File: config.mk
export PLATFORM = sky130hd
export DESIGN_NAME = brick_color_table
export DESIGN_NICKNAME = d
export VERILOG_FILES = /design/src/rtl/brick_color_table.sv
export SDC_FILE = /design/constraint.sdc
export NUM_CORES = 2
export LEC_CHECK = 0
export ABC_AREA = 0
export CORE_MARGIN = 2
export CORE_UTILIZATION = 64
export DETAILED_ROUTE_END_ITERATION = 7
export HOLD_SLACK_MARGIN = 0.15
export PLACE_DENSITY = 0.9
export SLEW_MARGIN = 25
export SYNTH_ARGS = -nofsm -noshare
export SYNTH_HDL_FRONTEND = slang
export SYNTH_SLANG_ARGS = --single-unit
File: constraint.sdc
create_clock -name clk -period 3.43 [get_ports clk]
set_clock_uncertainty 0.15 [all_clocks]
set_input_delay 0.343 -clock clk [delete_from_list [all_inputs] [get_ports clk]]
set_output_delay 0.343 -clock clk [all_outputs]
set_load 0.05 [all_outputs]
File: src/rtl/brick_color_table.sv
// Brick color table: captures a color sequence from the upstream generator into a
// 256-entry table and serves registered reads to the brick drawing logic.
module brick_color_table #(
   parameter logic [7:0]  DEFAULT_COLOR = 8'hFF,
   parameter logic [15:0] STALL_LIMIT   = 16'd1000
) (
   input  logic       clk,
   input  logic       resetN,
   input  logic       newSeq,
   input  logic [7:0] colorIn,
   input  logic [7:0] colorCount,
   input  logic       rdReq,
   input  logic [7:0] brickIndex,
   output logic [7:0] brickColor,
   output logic       rdValid,
   output logic       tableReady,
   output logic [7:0] fillCount,
   output logic       stallErr
);

   typedef enum logic [1:0] {
      IDLE  = 2'd0,
      FILL  = 2'd1,
      READY = 2'd2
   } state_t;

   state_t      state_r, state_s;
   logic [7:0]  mem_r [0:255];
   logic [7:0]  prev_count_r, prev_count_s;
   logic [15:0] stall_cnt_r, stall_cnt_s;
   logic [7:0]  fill_count_r, fill_count_s;
   logic        table_ready_r, table_ready_s;
   logic        stall_err_r, stall_err_s;
   logic        wr_en_s;
   logic [7:0]  wr_addr_s;
   logic        advance_s;
   logic [7:0]  brick_color_r;
   logic        rd_valid_r;

   assign advance_s = (colorCount != prev_count_r);

   // Next-state and fill bookkeeping; newSeq overrides any advance in the same cycle
   always_comb begin
      state_s       = state_r;
      prev_count_s  = prev_count_r;
      stall_cnt_s   = stall_cnt_r;
      fill_count_s  = fill_count_r;
      table_ready_s = table_ready_r;
      stall_err_s   = stall_err_r;
      wr_en_s       = 1'b0;
      wr_addr_s     = colorCount - 8'd1;
      if (newSeq) begin
         state_s       = FILL;
         prev_count_s  = colorCount;
         stall_cnt_s   = 16'd0;
         fill_count_s  = 8'd0;
         table_ready_s = 1'b0;
         stall_err_s   = 1'b0;
      end else begin
         case (state_r)
            IDLE: begin
               state_s = IDLE;
            end
            FILL: begin
               if (advance_s) begin
                  wr_en_s      = 1'b1;
                  prev_count_s = colorCount;
                  stall_cnt_s  = 16'd0;
                  if (fill_count_r == 8'd255) begin
                     fill_count_s = fill_count_r;
                  end else begin
                     fill_count_s = fill_count_r + 8'd1;
                  end
                  if (colorCount == 8'd255) begin
                     state_s       = READY;
                     table_ready_s = 1'b1;
                  end else begin
                     state_s = FILL;
                  end
               end else begin
                  stall_cnt_s = stall_cnt_r + 16'd1;
                  if (stall_cnt_s >= STALL_LIMIT) begin
                     state_s       = READY;
                     table_ready_s = 1'b1;
                     stall_err_s   = 1'b1;
                  end else begin
                     state_s = FILL;
                  end
               end
            end
            READY: begin
               state_s = READY;
            end
            default: begin
               state_s = IDLE;
            end
         endcase
      end
   end

   // State and control registers
   always_ff @(posedge clk or negedge resetN) begin
      if (!resetN) begin
         state_r       <= IDLE;
         prev_count_r  <= 8'd0;
         stall_cnt_r   <= 16'd0;
         fill_count_r  <= 8'd0;
         table_ready_r <= 1'b0;
         stall_err_r   <= 1'b0;
      end else begin
         state_r       <= state_s;
         prev_count_r  <= prev_count_s;
         stall_cnt_r   <= stall_cnt_s;
         fill_count_r  <= fill_count_s;
         table_ready_r <= table_ready_s;
         stall_err_r   <= stall_err_s;
      end
   end

   // Table storage, cleared to the no-color value on reset
   always_ff @(posedge clk or negedge resetN) begin
      if (!resetN) begin
         for (int i = 0; i < 256; i++) begin
            mem_r[i] <= DEFAULT_COLOR;
         end
      end else if (wr_en_s) begin
         mem_r[wr_addr_s] <= colorIn;
      end
   end

   // Registered read port; sees pre-write contents and masks a table that is not ready
   always_ff @(posedge clk or negedge resetN) begin
      if (!resetN) begin
         brick_color_r <= DEFAULT_COLOR;
         rd_valid_r    <= 1'b0;
      end else begin
         rd_valid_r <= rdReq;
         if (rdReq) begin
            brick_color_r <= table_ready_r ? mem_r[brickIndex] : DEFAULT_COLOR;
         end
      end
   end

   assign brickColor = brick_color_r;
   assign rdValid    = rd_valid_r;
   assign tableReady = table_ready_r;
   assign fillCount  = fill_count_r;
   assign stallErr   = stall_err_r;

endmodule

# Word level (Yosys, flattened, before mapping)
# Cells that the tools add are included.
[classes]
add_sub_neg = 3
order_cmp = 4
n_eq_ne = 8
mux = 33
bitwise_logic = 2
reduce_logical = 9
[ops]
columns = ["operator", "count"]
rows = [
  ["$bwmux 2048", 1],
  ["$mux 8", 11],
  ["$bmux 8 s8", 1],
  ["$demux 8 s8", 1],
  ["$mux 16", 3],
  ["$ge 9x9->1 const B", 2],
  ["$not 8->9", 2],
  ["$add 16x1->16 const B", 1],
  ["$eq 8x8->1 const B", 2],
  ["$ge 16x10->1 const B", 1],
  ["$mux 1", 11],
  ["$lt 9x1->1 const B", 1],
  ["$reduce_and 3->1", 3],
  ["$add 8x1->8 const B", 1],
  ["$mux 2", 4],
  ["$ne 8x8->1", 1],
  ["$sub 8x1->8 const B", 1],
  ["$reduce_bool 2->1", 3],
  ["$ne 2x2->1 const B", 2],
  ["$pmux 2 s2", 1],
  ["$ne 3x2->1 const B", 1],
  ["$reduce_bool 3->1", 1],
  ["$eq 2x1->1 const B", 1],
  ["$eq 2x2->1 const B", 1],
  ["other kinds (2)", 2],
]
[word_totals]
reg_bits = 2093
in_bits = 28
output_inout_bits = 19
wordCells = 323

# Longest topological paths before layout
[depth]
depth_word = 7
ltp_mapped = 13
ltp_nobuf = 8

# Least setup slack after synthesis
# No wires, ideal clock.
[synth_timing]
kind = "input to register"
startpoint = "input colorCount[0]"
endpoint = "register mem_r[608] (netlist bit)"
setup_time_ns = 0.082
t_arrival_ns = 2.571
required_time_ns = 3.198
path_slack_ns = 0.627
stages = 9
path_buffers = 3
path_cell_list = "buf_2 > or2_2 > buf_2 > or4_4 > o22a_1 > nand2b_1 > buf_6 > nor2_2 > mux2_2"
[synth_via]
elab_chain_cells = 7
word_cells_on_any_way = 12
cone_classes = "add/sub: 1; order compare: 2; eq/ne: 1; mux: 6; bitwise: 1; reduce/logical: 1"
[synth_lines]
columns = ["element", "line_no", "source"]
rows = [
  ["start, declared", "11", "input logic [7:0] colorCount,"],
  ["$sub 8x1->8", "51", "wr_addr_s = colorCount - 8'd1;"],
  ["$not 8->9 (not written as such)", "127", "mem_r[wr_addr_s] <= colorIn;"],
  ["$ge 9x9->1 (not written as such) or $lt 9x1->1 (tied branches)", "127", ""],
  ["$logic_and 1x1->1 (not written as such)", "127", ""],
  ["$mux 8 (not written as such)", "127", ""],
  ["$demux 8 s8", "127", ""],
  ["$bwmux 2048", "127", ""],
  ["end signal, assigned by index", "127", ""],
  ["end, declared", "28", "logic [7:0] mem_r [0:255];"],
]
# Parallel ways exist; a longest one is shown, timed or not.
# A chain may end at the register's enable or synchronous reset.

# Worst setup path after layout
[layout_timing]
startpoint = "input brickIndex[2]"
endpoint = "register brick_color_r[6] (netlist: brickColor[6])"
[layout_via]
elab_chain_cells = 5
[layout_lines]
columns = ["element", "line_no", "source"]
rows = [
  ["start, declared", "13", "input logic [7:0] brickIndex,"],
  ["$not 8->9 (not written as such)", "139", "brick_color_r <= table_ready_r ? mem_r[brickIndex] : DEFAULT_COLOR;"],
  ["$bmux 8 s8", "139", ""],
  ["$mux 8 (not written as such) (2 in a row)", "139", ""],
  ["$mux 8", "139", ""],
  ["end signal, assigned", "139", ""],
  ["end, declared", "37", "logic [7:0] brick_color_r;"],
]
# No other way between the ends. The select of a mux whose other input is x is not followed.

==> metrics.txt <==
initial antenna violation count 19; CTS tree built; Pre-antenna DRT Iters 8; clock slew at reported path FFs 0.07 ns; Final ANT Viol Nets 0; final wirelength 302 mm; Synth Instances 6628; outcome finished, violations left; asr flop ratio synth 100%; Synth area leaders dfstp_2 54%, mux2_2 24%, mux4_2 7.8%; Post-synth EDFFs 0; largest net degree at the start of global routing 180; Hold Fails Final Rpt 0; final net count 6941; Resized Gates After CTS 0; CP arrival 4.10 ns; share of post-route cells with drive strength above 1 77.8%; RSZ-0062 raised after global routing no; DR iter-0 viols 7611; post-synth top area share 54.3%; count leader, synth mux2_2; R2R Setup Slk 0.02 ns; pwr/cell area 498 mW/mm^2; chip width 398 um; sequential area share after synthesis 55.3%; Max Freq 0.287 GHz; CTS HTree Levels 4; Main synth FF type dfstp_2; failing checks setup timing; min-delay worst type in -> reg; CP required 4.04 ns; Die Area 0.159 mm^2; fin crit share 102%; sequential share of power 48.7%; crit-path cells dlygate4sd3_1 > buf_6 > nand2b_4 > buf_4 > o221ai_1 > a31oi_1 > o21ai_0 > a311oi_1 > buf_4 > o22a_1 > a41oi_1; worst r2r src prev_count_r[3]; hold path depth 2; postcts setup bufs 0; Crit Path Max Fanout 21; Max Slew Vio Count 0; via count 65300; sw frac 24.6%; cell mode on critical path buf_4; combinational share of power 9.2%; first-pass GRT wire length 451 mm; Ports 47; Area growth syn-to-layout 14.0%; post-route setup slack -0.0531 ns; fin area 0.113 mm^2; deepest clock path buffer count 3; Final setup viols 9; Setup CP Type in -> reg; post-DP HPWL 184 mm; critical path's largest stage delay 0.96 ns; cell taking the most area after synthesis dfstp_2; worst-skew pair later-pin latency 0.87 ns; Site Rows 144; Fin Hold WS 0.204 ns; post-layout minimum cycle time 3.48 ns; Die Y 398 um; Slew @ Worst Pin 1.13 ns; Clock Power Share 42.1%; R2R cell count 9; CTS Sinks 2093; Net Switching 13.9 mW; Synth Warn # 0; FF-to-FF End mem_r[1727]; CP Launch Type primary input; Post-synth top cells 2080 x mux2_2, 2056 x dfstp_2, 352 x clkbuf_1, 346 x mux4_2, 330 x mux2i_1; Vias/cell 7.16; Power Internal 42.5 mW; Crit-path slowest cell a311oi_1; max-cap viol count 0; count of different cell masters after synthesis 79; syn nets 6660; mapped cell area 0.0994 mm^2; fillcell total 8076; drt wl/cell 33.1 um; remaining global-route overflow 0; Initial Util 64.5%; core area 0.154 mm^2; IO Port Bufs 46; clock root buffer clkbuf_16; worst hold endpoint mem_r[27]; Post-Place Cell Area 0.106 mm^2; syn_area_per_cell 15.0 um^2; Residual DRC 0; gpl congestion 0.969; crit path capture type flip-flop; cts bufs inserted 199; Leakage Power 46.3 nW; slew margin rel. 24.6%; Yosys reg bits 2093; GRT Total Usage 38.1%; number of global-route vias before repair 69500; min-delay src colorIn[3]; Max VDD drop 0.000492 V
[registers in the layout, summed over array words and instances (netlist names)]
register,cells
brickColor,8
rdValid,1
stall_cnt_r,16
stallErr,1
mem_r,2048
fillCount,8
tableReady,1
prev_count_r,8
state_r,2
[layer usage]
| layer | vias up | wire length, um | global-route usage [%] | part of all wire, % |
|---|---|---|---|---|
| li1 | 25300 | - | - | - |
| met1 | 34000 | 106000 | 47.4 | 35 |
| met4 | 16 | 23800 | 25.5 | 7.9 |
| met5 | - | 140 | 0 | 0.046 |
| met3 | 1487 | 35800 | 11.8 | 12 |
| met2 | 4455 | 136000 | 57.4 | 45 |
[area by class of cell]
class	count	area, um^2	share of cell area, %
sequential	2093	54900	48.5
clock buffer	287	5880	5.19
clock inverter	77	1180	1.04
tap	2044	2560	2.26
inverter	13	53.8	0.0475
timing repair buffer	590	6450	5.70
antenna	6	15.0	0.0133
multi-input combinational	4012	42200	37.3
[logic make-up (layout without fill, tap and decap cells)]
logic type / Yosys count / in the layout / share of synthesized area [%]
multiplexers: 2771 / 2771 / 34.9
flip-flops: 2093 / 2093 / 55.3
AND/OR/NAND/NOR: 650 / 650 / 3.32
AO/OA/AOI/OAI: 568 / 568 / 3.94
buffers and inverters: 523 / 967 / 2.36
XOR/XNOR: 19 / 19 / 0.167
adder cells (fa/ha/maj): 4 / 4 / 0.0503
other: 0 / 6 / 0
[worst max-delay path: cells and delay by family]
family	cells	cell delay (ns)
AND/OR/NAND/NOR	1	0.33
AO/OA/AOI/OAI	6	2.00
buffers and inverters	4	1.35
[worst max path at each step]
stage	from	end	slack, ns	cells after the start
final	brickIndex[2]	brickColor[6]	-0.05	11
after global routing	colorCount[7]	mem_r[1727]	0.01	11
after CTS	prev_count_r[3]	mem_r[1649]	0.26	10
after detailed placement	colorCount[0]	mem_r[1726]	-0.38	9
after global placement	colorCount[1]	mem_r[2022]	-0.55	7
after floorplan	colorCount[0]	mem_r[608]	0.63	9
[power by group through the flow]
stage                     clock [mW]  combinational [mW]  sequential (mW)
after floorplan                    0                2.89             27.5
after global placement             0                4.74             27.6
after detailed placement           0                4.94             27.7
after CTS                       23.7                5.06             27.4
after global routing            24.7                5.39             27.6
final                           23.7                5.21             27.5
[per-stage QoR]
stage	instances	TNS (ns)	worst slack [ns]	util [%]	power (mW)
3_5_place_dp	8739	-65.21	-0.378	68.8	32.7
3_3_place_gp	8739	-90.29	-0.550	68.8	32.3
2_1_floorplan	6628	0	0.627	-	30.4
4_1_cts	9112	0	0.261	73.4	56.2
6_report	9122	-0.223	-0.0531	73.5	56.4
5_1_grt	9117	0	0.00957	73.5	57.7
[what timing repair did]
| item | CTS | global route |
|---|---|---|
| hold buffers | 9 | 2 |
| endpoints found under the setup margin | 0 | 0 |
| hold endpoints to repair | 858 | 79 |
[cells in the final DEF (no fill, tap or decap), types with 55 or more instances in the layout]
cell / instances
a21oi_1: 95
buf_12: 143
buf_4: 389
clkbuf_16: 199
clkbuf_8: 65
dfstp_2: 2056
mux2_2: 2080
mux2i_1: 330
mux4_2: 346
nand2_1: 246
nand3_1: 55
nor2_1: 97
nor2_2: 72
o21ai_0: 79
o221ai_1: 96
o22ai_1: 80
No activity file was read; power rests on OpenSTA's default activity.
